File: src/rtl/counter_sequencer.sv
// Multi-pass terminal-count sequencer: counts 0..limit per pass for a
// programmable number of passes, with hold, abort and completion pulse.
module counter_sequencer #(
  parameter int WIDTH = 4,
  parameter int REPW  = 4
) (
  input  logic             clk,
  input  logic             rst,
  input  logic             start,
  input  logic [WIDTH-1:0] limit,
  input  logic [REPW-1:0]  reps,
  input  logic             hold,
  input  logic             abort,
  output logic [WIDTH-1:0] cnt,
  output logic             busy,
  output logic             tick,
  output logic             done,
  output logic [REPW-1:0]  rep_left
);

  typedef enum logic [2:0] {
    IDLE,
    LOAD,
    RUN,
    PAUSE,
    DONE
  } state_t;

  state_t           state_q, state_d;
  logic [WIDTH-1:0] cnt_q, cnt_d;
  logic [WIDTH-1:0] limit_q, limit_d;
  logic [REPW-1:0]  rep_q, rep_d;
  logic [REPW-1:0]  reps_q, reps_d;
  logic             at_term;

  assign at_term = (cnt_q == limit_q);

  always_comb begin
    state_d = state_q;
    cnt_d   = cnt_q;
    limit_d = limit_q;
    rep_d   = rep_q;
    reps_d  = reps_q;
    unique case (state_q)
      IDLE: begin
        cnt_d = '0;
        rep_d = '0;
        if (start && !abort) begin
          limit_d = limit;
          reps_d  = reps;
          rep_d   = reps;
          state_d = LOAD;
        end
      end
      LOAD: begin
        if (abort) begin
          rep_d   = '0;
          state_d = IDLE;
        end else if (hold) begin
          state_d = PAUSE;
        end else begin
          state_d = RUN;
        end
      end
      RUN: begin
        if (abort) begin
          cnt_d   = '0;
          rep_d   = '0;
          state_d = IDLE;
        end else if (hold) begin
          state_d = PAUSE;
        end else if (at_term) begin
          cnt_d = '0;
          // reps of zero means run until aborted
          if (reps_q != '0) begin
            rep_d = rep_q - REPW'(1);
            if (rep_q == REPW'(1)) begin
              state_d = DONE;
            end
          end
        end else begin
          cnt_d = cnt_q + WIDTH'(1);
        end
      end
      PAUSE: begin
        if (abort) begin
          cnt_d   = '0;
          rep_d   = '0;
          state_d = IDLE;
        end else if (!hold) begin
          state_d = RUN;
        end
      end
      DONE: begin
        cnt_d   = '0;
        rep_d   = '0;
        state_d = IDLE;
      end
      default: begin
        cnt_d   = '0;
        rep_d   = '0;
        state_d = IDLE;
      end
    endcase
  end

  always_ff @(posedge clk or negedge rst) begin
    if (!rst) begin
      state_q <= IDLE;
      cnt_q   <= '0;
      limit_q <= '0;
      rep_q   <= '0;
      reps_q  <= '0;
    end else begin
      state_q <= state_d;
      cnt_q   <= cnt_d;
      limit_q <= limit_d;
      rep_q   <= rep_d;
      reps_q  <= reps_d;
    end
  end

  assign cnt      = cnt_q;
  assign rep_left = rep_q;
  assign busy     = (state_q == LOAD) || (state_q == RUN) ||
                    (state_q == PAUSE);
  assign tick     = (state_q == RUN) && !hold && !abort && at_term;
  assign done     = (state_q == DONE) && !abort;

endmodule

File: config.mk
export PLATFORM = sky130hd
export DESIGN_NAME = counter_sequencer
export DESIGN_NICKNAME = d
export VERILOG_FILES = /design/src/rtl/counter_sequencer.sv
export SDC_FILE = /design/constraint.sdc
export NUM_CORES = 1
export LEC_CHECK = 0
export ABC_AREA = 1
export CORE_MARGIN = 1.5
export CORE_UTILIZATION = 60
export CTS_CLUSTER_SIZE = 24
export DETAILED_ROUTE_END_ITERATION = 7
export DONT_BUFFER_PORTS = 1
export PLACE_DENSITY = 0.75
export SLEW_MARGIN = 20
export SYNTH_ARGS = -nofsm -noshare
export SYNTH_HDL_FRONTEND = slang
export SYNTH_SLANG_ARGS = --single-unit
File: constraint.sdc
create_clock -name clk -period 2.3 [get_ports clk]
set_input_delay 0.23 -clock clk [delete_from_list [all_inputs] [get_ports clk]]
set_output_delay 0.23 -clock clk [all_outputs]
set_load 0.1 [all_outputs]
==> summary.md <==
| Metric | Value |
|---|---|
| Status | completed |
| DR DRC count | 0 |
| Setup Skew | between 0.0008 and 0.0009 ns |
| Pwr Density | approximately 1300 nW/um^2 |
| Top Ports | 24 |
| Critical path start-end classification | reg2out |
| Total gr overflow | 0 |
| Power, Total | 1827 uW |
| Number of DRC violations after detailed-routing iteration 0 | a little over 40 |
| Fin crit period | ~1.9 ns |
| Clk root buf | clkbuf_4 |
| Port bufs | 0 |
| Final worst-path cycle share | slightly above 80% |
| Number of synthesized flops with an enable pin | 0 |
| Leakage power | ~0.00073 uW |
| Total core area | 1942 um^2 |
| Worst Path Required | ~2.1 ns |
| # setup viols final | 0 |
| #FFs+latches synth | 19 |
| Async set or reset register ratio after synthesis | 100.0% |
| Vias in the first global route | 978 |
| Tightest Hold Check Type | in2reg |
| Cell row count | 16 |
| First-pass GRT wire length | between 3000 and 4000 um |
| Die area | 2324 um^2 |
| FMAX | around 530 MHz |
| Post_cts resized | 0 |
| Rel. slew slack | a little over two fifths |
| Hold WS | 0.05411 ns |
| Total negative slack | 0 ns |
| Combinational family with the most area after synthesis | simple AND/OR/NAND/NOR gates |
| Mapped Area | between 1000 and 1500 um^2 |
| Simple-gate share of the synthesized area | 41.94% |
| H-tree levels | 1 |
| Synth cell types | 20 |
| Biggest area consumer among synthesized cells | dfrtp_1 |
| Sequential fraction of the synthesis area | between 30% and 40% |
| Critical Path Sink Type | output pin |
| Type of origin of the critical path | flip-flop |
| Fin nets | roughly 210 |
| Mapped Nets | 190 |
| Slew Limit Fails | 0 |
| DR vias/cell | around 5.3 |
| Post-Synthesis Cells | between 150 and 200 |
| Max-Cap Viols | 0 |
| Most frequent cells in the layout | 58 x nand2_1, 19 x dfrtp_1, 18 x inv_1 |
| Initial antenna violation count | 0 |
| CTS tree | yes |
| Dpl hpwl | 2096 um |
| Prevailing post-synth register cell | dfrtp_1 |
| Slew @ Worst Pin | ~0.85 ns |
| ANT nets after route | 0 |
| Final WS setup | 0.4000 ns |
| Postcts setup bufs | 0 |
| Top-area cell type share of the netlist area | 38.78% |
| Crit path DAT | ~1.7 ns |
| Drt first pass iters | 4 |
| Bufs on Longest Clock Path | 2 |
| Post-Synth XOR/XNOR Area | around 1.4% |
| Synth area leaders | dfrtp_1 39%, nand2_1 18%, nand3_1 6.9% |
| Worst-skew pair later-pin latency | around 0.29 ns |
| Mux contribution to synthesized area | 0% |
| Crit-path max FO | 7 |
| Final WL | approximately 2600 um |
| Clk pin slew, worst setup/hold paths | about 0.10 ns |
| Largest net degree at the start of global routing | 20 |
| Synth Area in Compound Gates | 6.837% |
| Via count | around 1.2k |
| Final hold vios | 0 |
| Synth Area per Inst | 7.047 um^2 |
| Number of diodes | 0 |
| Total track usage | ~24% |
| Die Y | 48.21 um |
| Commonest non-fill, non-tap cell in the layout | nand2_1 |
| Maximum vdd drop | 1.258 mV |
| Starting Density | between 60% and 70% |
| Cts hold-fix bufs | 1 |
| Final Util | roughly 72% |
| RSZ-0062 raised after global routing | false |
| Post-DR wirelength/cell | 12.22 um |
| Post-place setup slack | 0.7358 ns |
| Die W | 48.21 um |
| Adder-Cell Fraction of Synth Area | under 10% |
| Gpl congestion | 0.9137 |
| Share of layout cells above drive strength 1 | 21.16% |
| Synthesis Warnings | 0 |
| Number of buffers created by CTS | 3 |
| Clock sink count | 19 |
| Area Growth Syn to Fin | 14.59% |
| Register-to-register setup slack | 0.73 ns |
-- critical path, stage by stage, from the launching register on --
cell and delay, ns:
dfrtp_1 0.50, nor3_4 0.25, nand2_2 0.14, nor2_2 0.14, inv_2 0.07, nor2_4 0.10
buf_12 0.18
-- path summary, 6_finish.rpt --
kind                       startpoint     endpoint  depth (start not counted)
setup / recovery           state_q[0]         tick                          6
hold / removal                reps[2]    reps_q[2]                          2
setup reg to reg           state_q[0]  rep_left[0]                          7
hold reg to reg             reps_q[0]    reps_q[0]                          2
max in group asynchronous         rst       cnt[3]                          1
min in group asynchronous         rst    reps_q[0]                          1
-- metal layers --
layer	GRT usage [%]	vias to the layer above	wire [um]
met5	0	-	0
met3	4.815	6	109
met1	32.11	543	1179
li1	-	578	-
met4	11.89	0	48
met2	37.89	28	1303
-- kinds of logic after synthesis --
group / Yosys count
xor gates and xnor gates: 2
buffers and inverters: 24
adders and majority gates: 3
DFF: 19
AOI/OAI and AO/OA: 15
and+or+nand+nor: 111
-- final cells by class --
cell class	instances	area (um^2)
fillers	172	536.8
clock buffers	4	26.28
inverters	23	86.33
well taps	27	33.78
flip-flops and latches	19	475.5
multi-input cells	131	678.2
repair buffers	12	105.1
-- cell usage after synthesis (2+ instances only) --
cell,instances
nor2_4,3
nand4_1,2
nor2_1,15
inv_2,5
nand2_2,8
o21ai_0,12
dfrtp_1,19
inv_1,18
nand3_1,17
xnor2_1,2
ha_1,3
nand2_1,58
nor2_2,5
-- flip-flops by register name (all words and copies together), names as in the netlist --
register,count
limit_q,4
reps_q,4
state_q,3
cnt,4
rep_left,4
-- where the power goes --
part	internal (uW)	switching [uW]	total (uW)
registers	448	115	564
logic	295	801	1100
clock network	67.5	98.7	166
-- metrics by stage --
stage | cell area [um^2] | instances
final | 1405 | 216
after global routing | 1405 | 216
after CTS | 1405 | 216
after detailed placement | 1369 | 211
after global placement | 1369 | 211
after floorplan | 1240 | 174
No activity file was read; power rests on OpenSTA's default activity.
